--- src/rtl/axi_mm_write_arbiter.sv ---
`default_nettype none
// axi_mm_write_arbiter: shares one AXI4 write port between two burst engines,
// round-robin per burst, with W and B locked to the AW winner until B completes.
module axi_mm_write_arbiter #(
   parameter int ADDR_WIDTH = 32,
   parameter int DATA_WIDTH = 8
) (
   input  logic                    ap_clk,
   input  logic                    ap_rst_n,
   // requester 0
   input  logic                    s0_axi_awvalid,
   output logic                    s0_axi_awready,
   input  logic [ADDR_WIDTH-1:0]   s0_axi_awaddr,
   input  logic [7:0]              s0_axi_awlen,
   input  logic [2:0]              s0_axi_awsize,
   input  logic [1:0]              s0_axi_awburst,
   input  logic [2:0]              s0_axi_awprot,
   input  logic                    s0_axi_wvalid,
   output logic                    s0_axi_wready,
   input  logic                    s0_axi_wlast,
   input  logic [DATA_WIDTH-1:0]   s0_axi_wdata,
   input  logic [DATA_WIDTH/8-1:0] s0_axi_wstrb,
   output logic                    s0_axi_bvalid,
   input  logic                    s0_axi_bready,
   output logic [1:0]              s0_axi_bresp,
   // requester 1
   input  logic                    s1_axi_awvalid,
   output logic                    s1_axi_awready,
   input  logic [ADDR_WIDTH-1:0]   s1_axi_awaddr,
   input  logic [7:0]              s1_axi_awlen,
   input  logic [2:0]              s1_axi_awsize,
   input  logic [1:0]              s1_axi_awburst,
   input  logic [2:0]              s1_axi_awprot,
   input  logic                    s1_axi_wvalid,
   output logic                    s1_axi_wready,
   input  logic                    s1_axi_wlast,
   input  logic [DATA_WIDTH-1:0]   s1_axi_wdata,
   input  logic [DATA_WIDTH/8-1:0] s1_axi_wstrb,
   output logic                    s1_axi_bvalid,
   input  logic                    s1_axi_bready,
   output logic [1:0]              s1_axi_bresp,
   // shared memory-side port
   output logic                    m_axi_awvalid,
   input  logic                    m_axi_awready,
   output logic [ADDR_WIDTH-1:0]   m_axi_awaddr,
   output logic [7:0]              m_axi_awlen,
   output logic [2:0]              m_axi_awsize,
   output logic [1:0]              m_axi_awburst,
   output logic [2:0]              m_axi_awprot,
   output logic                    m_axi_wvalid,
   input  logic                    m_axi_wready,
   output logic                    m_axi_wlast,
   output logic [DATA_WIDTH-1:0]   m_axi_wdata,
   output logic [DATA_WIDTH/8-1:0] m_axi_wstrb,
   input  logic                    m_axi_bvalid,
   output logic                    m_axi_bready,
   input  logic [1:0]              m_axi_bresp,
   // status
   output logic [1:0]              grant,
   output logic                    busy,
   output logic                    err_sticky
);

   typedef enum logic [1:0] {
      IDLE = 2'd0,
      ADDR = 2'd1,
      DATA = 2'd2,
      RESP = 2'd3
   } state_t;

   state_t     state;
   state_t     state_next;
   logic [1:0] grant_next;
   logic       last_owner;
   logic       last_owner_next;

   logic       in_addr;
   logic       in_data;
   logic       in_resp;
   logic       sel_awvalid;
   logic       sel_wvalid;
   logic       sel_bready;
   logic       aw_hs;
   logic       w_last_hs;
   logic       b_hs;

   assign in_addr = (state == ADDR);
   assign in_data = (state == DATA);
   assign in_resp = (state == RESP);

   // Registered grant steers every shared-port field; no grant means all zero.
   always_comb begin
      m_axi_awaddr  = '0;
      m_axi_awlen   = '0;
      m_axi_awsize  = '0;
      m_axi_awburst = '0;
      m_axi_awprot  = '0;
      m_axi_wdata   = '0;
      m_axi_wstrb   = '0;
      m_axi_wlast   = 1'b0;
      sel_awvalid   = 1'b0;
      sel_wvalid    = 1'b0;
      sel_bready    = 1'b0;
      if (grant[0]) begin
         m_axi_awaddr  = s0_axi_awaddr;
         m_axi_awlen   = s0_axi_awlen;
         m_axi_awsize  = s0_axi_awsize;
         m_axi_awburst = s0_axi_awburst;
         m_axi_awprot  = s0_axi_awprot;
         m_axi_wdata   = s0_axi_wdata;
         m_axi_wstrb   = s0_axi_wstrb;
         m_axi_wlast   = s0_axi_wlast;
         sel_awvalid   = s0_axi_awvalid;
         sel_wvalid    = s0_axi_wvalid;
         sel_bready    = s0_axi_bready;
      end else if (grant[1]) begin
         m_axi_awaddr  = s1_axi_awaddr;
         m_axi_awlen   = s1_axi_awlen;
         m_axi_awsize  = s1_axi_awsize;
         m_axi_awburst = s1_axi_awburst;
         m_axi_awprot  = s1_axi_awprot;
         m_axi_wdata   = s1_axi_wdata;
         m_axi_wstrb   = s1_axi_wstrb;
         m_axi_wlast   = s1_axi_wlast;
         sel_awvalid   = s1_axi_awvalid;
         sel_wvalid    = s1_axi_wvalid;
         sel_bready    = s1_axi_bready;
      end
   end

   // Each channel is only open in its own phase of the burst.
   assign m_axi_awvalid = in_addr & sel_awvalid;
   assign m_axi_wvalid  = in_data & sel_wvalid;
   assign m_axi_bready  = in_resp & sel_bready;

   assign aw_hs     = m_axi_awvalid & m_axi_awready;
   assign w_last_hs = m_axi_wvalid & m_axi_wready & m_axi_wlast;
   assign b_hs      = m_axi_bvalid & m_axi_bready;

   assign s0_axi_awready = grant[0] & in_addr & m_axi_awready;
   assign s1_axi_awready = grant[1] & in_addr & m_axi_awready;
   assign s0_axi_wready  = grant[0] & in_data & m_axi_wready;
   assign s1_axi_wready  = grant[1] & in_data & m_axi_wready;
   assign s0_axi_bvalid  = grant[0] & in_resp & m_axi_bvalid;
   assign s1_axi_bvalid  = grant[1] & in_resp & m_axi_bvalid;
   assign s0_axi_bresp   = (grant[0] & in_resp) ? m_axi_bresp : 2'b00;
   assign s1_axi_bresp   = (grant[1] & in_resp) ? m_axi_bresp : 2'b00;

   always_comb begin
      state_next      = state;
      grant_next      = grant;
      last_owner_next = last_owner;
      case (state)
         IDLE: begin
            if (s0_axi_awvalid | s1_axi_awvalid) begin
               // Requester 0 wins unless requester 1 is also asking and 0 went last.
               if (s0_axi_awvalid & (~s1_axi_awvalid | last_owner)) begin
                  grant_next = 2'b01;
               end else begin
                  grant_next = 2'b10;
               end
               state_next = ADDR;
            end
         end
         ADDR: begin
            if (aw_hs) begin
               state_next = DATA;
            end
         end
         DATA: begin
            if (w_last_hs) begin
               state_next = RESP;
            end
         end
         RESP: begin
            if (b_hs) begin
               last_owner_next = grant[1];
               grant_next      = 2'b00;
               state_next      = IDLE;
            end
         end
         default: begin
            grant_next = 2'b00;
            state_next = IDLE;
         end
      endcase
   end

   always_ff @(posedge ap_clk or negedge ap_rst_n) begin
      if (!ap_rst_n) begin
         state      <= IDLE;
         grant      <= 2'b00;
         last_owner <= 1'b1;
         err_sticky <= 1'b0;
      end else begin
         state      <= state_next;
         grant      <= grant_next;
         last_owner <= last_owner_next;
         if (b_hs && (m_axi_bresp != 2'b00)) begin
            err_sticky <= 1'b1;
         end
      end
   end

   assign busy = (state != IDLE);

endmodule
`default_nettype wire

--- config.mk ---
export PLATFORM = sky130hd
export DESIGN_NAME = axi_mm_write_arbiter
export DESIGN_NICKNAME = d
export VERILOG_FILES = /design/src/rtl/axi_mm_write_arbiter.sv
export SDC_FILE = /design/constraint.sdc
export NUM_CORES = 1
export LEC_CHECK = 0
export ABC_CLOCK_PERIOD_IN_PS = 3300
export CELL_PAD_IN_SITES_DETAIL_PLACEMENT = 0
export CELL_PAD_IN_SITES_GLOBAL_PLACEMENT = 1
export CORE_MARGIN = 2
export CORE_UTILIZATION = 12
export DETAILED_ROUTE_END_ITERATION = 10
export PLACE_DENSITY_LB_ADDON = 0.1
export SETUP_SLACK_MARGIN = 0.3
export SLEW_MARGIN = 0
export SYNTH_ARGS = -nofsm -noshare
export SYNTH_HDL_FRONTEND = slang
export SYNTH_SLANG_ARGS = --single-unit
--- constraint.sdc ---
create_clock -name ap_clk -period 3.3 [get_ports ap_clk]
set_input_delay 0.66 -clock ap_clk [delete_from_list [all_inputs] [get_ports ap_clk]]
set_output_delay 0.66 -clock ap_clk [all_outputs]
set_load 0.05 [all_outputs]
==> results of run 1 <==
[cells in the final DEF (no fill, tap or decap), types with 4 or more instances in the layout]
| cell type | count |
|---|---|
| clkdlybuf4s50_1 | 188 |
| a22o_1 | 56 |
| buf_4 | 16 |
| and3_1 | 10 |
| nand2_1 | 8 |
| inv_1 | 5 |
| nor2b_1 | 4 |
| ha_1 | 4 |
| dfrtp_1 | 4 |
[worst min path at each step]
| stage | slack [ns] | to |
|---|---|---|
| final | 0.48 | err_sticky |
| after global routing | 0.53 | err_sticky |
| after CTS | 0.48 | err_sticky |
| after detailed placement | 0.47 | err_sticky |
| after global placement | 0.47 | err_sticky |
| after floorplan | 0.36 | err_sticky |
[through the flow]
| step | instances | setup slack, ns | hold slack [ns] |
|---|---|---|---|
| 2_1_floorplan | 136 | 0.550 | 0.364 |
| 3_3_place_gp | 437 | 0.465 | 0.474 |
| 3_5_place_dp | 437 | 0.468 | 0.470 |
| 4_1_cts | 441 | 0.468 | 0.484 |
| 5_1_grt | 441 | 0.437 | 0.527 |
| 6_report | 441 | 0.484 | 0.477 |
[layer usage]
layer	GRT usage (%)	up-vias
li1	-	926
met3	1.80	4
met5	0	-
met4	1.90	0
met1	14.1	870
met2	25.2	92
[flip-flops by register name, summed over array words and instances (netlist names)]
register    cells
state           2
last_owner      1
grant           2
err_sticky      1
[logic make-up after synthesis]
logic type | after synthesis | share of synthesized area (%)
buf+inv | 21 | 8.37
fa+ha+maj | 4 | 4.46
simple gates | 34 | 17.1
flops | 6 | 13.5
compound gates | 66 | 51.3
mux | 5 | 5.24
[power groups by stage]
stage | Combinational (mW) | Clock (mW) | Sequential, mW
2_1_floorplan | 1.99 | 0 | 0.197
3_3_place_gp | 3.09 | 0 | 0.148
3_5_place_dp | 3.07 | 0 | 0.149
4_1_cts | 3.07 | 0.120 | 0.148
5_1_grt | 3.19 | 0.124 | 0.152
6_report | 3.04 | 0.116 | 0.148
[layout make-up]
| cell class | instances | area, um2 |
|---|---|---|
| Multi-Input combinational cell | 109 | 883 |
| Clock buffer | 4 | 45.0 |
| Sequential cell | 6 | 153 |
| Inverter | 5 | 18.8 |
| Timing Repair Buffer | 206 | 2040 |
| Tap cell | 111 | 139 |
| Fill cell | 941 | 5870 |
==> flow_summary.ini, run 1 <==
[place]
place_hpwl_um = 5950
io_buffers = 203
gp_congestion = 0.712
postPlaceCellArea_um2 = 3240

[worst_setup_path]
reg2reg_depth = 5
crit_family = buffers and inverters
cp-endpoint = s0_axi_bvalid
worstSetupStartpoint = m_axi_bvalid
worstPathRequired_ns = 2.64
max_stage_delay_ns = 0.80
worstReg2RegEnd = grant[1]
timing.critical_path.mode_cell = clkdlybuf4s50_1
startpoint_type = input pin
cp_max_fo = 4
crit_type = in2out
critPathSlowestCell = clkdlybuf4s50_1
crit_arrival_ns = 2.16
crit_buf_inv = 2
critPathCaptureType = primary output
r2r_start = state[1]
crit_chain = clkdlybuf4s50_1 -> and3_1 -> clkdlybuf4s50_1
crit_cells = 3
r2r_slack_ns = 1.41

[sta]
setup_viol = 0
tightest_slew_ns = 0.541
hold_violations = 0
clock_skew_ns = 0.000619
rsz0062_at_grt = false
fin_crit_sh_pct = 85.3
final_max_slew_viol_count = 0
relSlewSlack_pct = 63.8
fmax_ghz = 0.355
tns_ns = 0
period_needed_ns = 2.82

[route]
drt-initial-drc-count = 29
antenna_left = 0
wirelength_um = 7320
maxUsedRoutingLayer = met4
wl_met3_um = 553
vias = 1892
drc = 0
dr_wl_met2_um = 3960
met1Wirelength_um = 2760
first_pass_iters = 3
wl_per_cell_um = 16.6
viasPerCell = 4.29

[cts]
cts_buffers = 3
clockRootBuffer = clkbuf_8
post_cts_buffers = 0
clk_path_buf_depth = 2
clk_pin_slew_worst_paths_ns = 0.04
cts_sinks = 6
h-tree-depth = 1
clk_latency_ns = 0.22
cts_resized = 0
cts_tree = done
postCtsHoldBufs = 0

[die]
rows = 35
die_y_um = 101
die_area_um2 = 10100
core_area_um2 = 9150
die_w_um = 101
io_pins = 204
start_util_pct = 12.2

[logic_synthesis]
syn_area_um2 = 1120
synth_top_area_share_pct = 43.8
synth_most_common_cell = a22o_1
syn-num-nets = 269
synth_edf_count = 0
synth_top_flop_cell = dfrtp_1
synth_largest_area_cell = a22o_1
seq_area_frac_synth_pct = 13.5
synth_area_leaders = a22o_1 (44%), dfrtp_1 (11%), and3_1 (5.6%)
postSynthCellCount = 136
ys_warn_count = 0
synth.distinct_cells = 29
ys_ff_latch = 6
synthArstFlopShare_pct = 100
syn_avg_cell_area_um2 = 8.24
yosys-top-cells-count = a22o_1 (56), and3_1 (10), clkbuf_1 (9), nand2_1 (8), buf_2 (6)

[pwr]
swShare_pct = 60.5
seqPwrFrac_pct = 4.5
combPwrFrac_pct = 92.0
switchingPower_mw = 2.00
p_clk_share_pct = 3.5
p_leak_nw = 1.36
p_total_mw = 3.30
peakVddDrop_mv = 0.374
power_density_nw_per_um2 = 1010
p_int_mw = 1.31

[hold_path]
hp-class = reg2reg
worstHoldStart = err_sticky
holdPathStages = 1

[finish]
antenna_cells = 0
drive_gt1_share_pct = 9.70
area_growth_pct = 193
design_area_um2 = 3280
finish.net_count = 464
postLayoutCoreUtil_pct = 35.8

[global_routing]
grt_overflow = 0
grt_pass1_vias = 1731
grt_pass1_wl_um = 10000
antenna_found_initial = 0
grt_max_degree = 76
track_usage_pct = 12.6

[outcome]
status = complete, no violations

[flow_run]
drv_cap = 0
Note: power is estimated with default switching activity, not from simulation.
==> run 2, diff against run 1 <==
Settings changed: CORE_ASPECT_RATIO set to 0.75.
==> run 2 against run 1 <==
Clock skew up 0.00069 ns. Power down 1.4%. Sequential share of layout area is 0.050 points higher. Worst setup slack worse by 0.044 ns. Non-clock buffer count is the same. Largest cell class unchanged. Sequential cell count unchanged. Core utilization about the same.
==> flow_summary.ini, run 2 (synthesized netlist as in run 1, its figures left out) <==
[outcome]
status = complete, no violations

[worst_setup_path]
reg2reg_depth = 5
startpoint_type = register
r2r_slack_ns = 1.35
crit_arrival_ns = 2.20
worstPathRequired_ns = 2.64
critPathCaptureType = primary output
cp_max_fo = 40
crit_type = reg2out

[pwr]
p_leak_nw = 1.52
power_density_nw_per_um2 = 1000
p_total_mw = 3.26
peakVddDrop_mv = 0.353

[finish]
finish.net_count = 464
nFillCells = 917
final_cell_mix = clkdlybuf4s50_1 (146), a22o_1 (56), buf_4 (52), and3_1 (10)
antenna_cells = 0
drive_gt1_share_pct = 20.0
area_growth_pct = 190
postLayoutCoreUtil_pct = 35.9
reg_top3 = grant: 2 flops, state: 2 flops
layout_commonest_cell = clkdlybuf4s50_1

[route]
first_pass_iters = 4
antenna_left = 0
dr_wl_met2_um = 3330
wl_per_cell_um = 14.1
maxUsedRoutingLayer = met4
met1Wirelength_um = 2280
drt-initial-drc-count = 35
drc = 0
vias = 1895
wl_met3_um = 797
wirelength_um = 6480
viasPerCell = 4.14

[sta]
relSlewSlack_pct = 54.9
period_needed_ns = 2.86
setup_viol = 0
rsz0062_at_grt = false
hold_violations = 0
fin_crit_sh_pct = 86.7
finalWorstSetupSlack_ns = 0.440
tns_ns = 0
final_max_slew_viol_count = 0
clock_skew_ns = 0.00131
tightest_slew_ns = 0.676
fmax_ghz = 0.350

[cts]
postCtsHoldBufs = 0
cts_tree = done
cts_buffers = 3
post_cts_buffers = 0
h-tree-depth = 1
clockRootBuffer = clkbuf_16
cts_resized = 0
cts_sinks = 6
clk_pin_slew_worst_paths_ns = 0.03
clk_path_buf_depth = 2
clk_latency_ns = 0.23

[hold_path]
hp-class = reg2reg
holdPathStages = 1

[die]
core_area_um2 = 9050
die_w_um = 116
start_util_pct = 12.4
die_area_um2 = 10100
io_pins = 204
rows = 30
die_y_um = 87.7

[global_routing]
grt_overflow = 0
grt_pass1_wl_um = 9030
antenna_found_initial = 0
track_usage_pct = 11.1
grt_max_degree = 47
grt_pass1_vias = 1849

[place]
place_ws_ns = 0.483
gp_congestion = 0.714
place_hpwl_um = 5400
io_buffers = 203

[flow_run]
drv_cap = 0
## run 2: final timing paths
path	start	end
min reg2reg	err_sticky	err_sticky
max reg2reg	state[0]	grant[1]
max	grant[0]	m_axi_awsize[1]
max in group asynchronous	ap_rst_n	last_owner
min in group asynchronous	ap_rst_n	grant[1]
min	err_sticky	err_sticky
## run 2: final cells by class
cell class | instances | area [um2] | share of cell area [%]
Timing Repair Buffer | 206 | 1950 | 60.1
Multi-Input combinational cell | 109 | 883 | 27.2
Tap cell | 128 | 160 | 4.93
Sequential cell | 6 | 153 | 4.70
Clock buffer | 4 | 78.8 | 2.43
Inverter | 5 | 18.8 | 0.578
## run 2: power by group
| part | switching [mW] | total [mW] | internal [mW] |
|---|---|---|---|
| registers | 0.0692 | 0.185 | 0.116 |
| logic | 1.87 | 2.87 | 1.01 |
| clock network | 0.0389 | 0.199 | 0.160 |
| total | 1.98 | 3.26 | 1.28 |
## run 2: worst max-delay path: stages, from the launching register on
cell	delay, ns
dfrtp_2	0.65
nor2b_4	0.35
a22o_1	0.17
clkdlybuf4s50_1	0.80
## run 2: per-stage QoR
step                std cells  area, um2  hold WS [ns]
floorplan                 136       1120         0.364
global placement          454       3150         0.460
detailed placement        454       3150         0.465
CTS                       458       3230         0.482
global route              458       3250         0.518
finish                    458       3250         0.477
## run 2: metal layers
layer | vias up | global-route usage (%)
met1 | 850 | 11.8
met5 | - | 0
met4 | 0 | 1.84
met3 | 6 | 4.22
li1 | 928 | -
met2 | 111 | 21.2
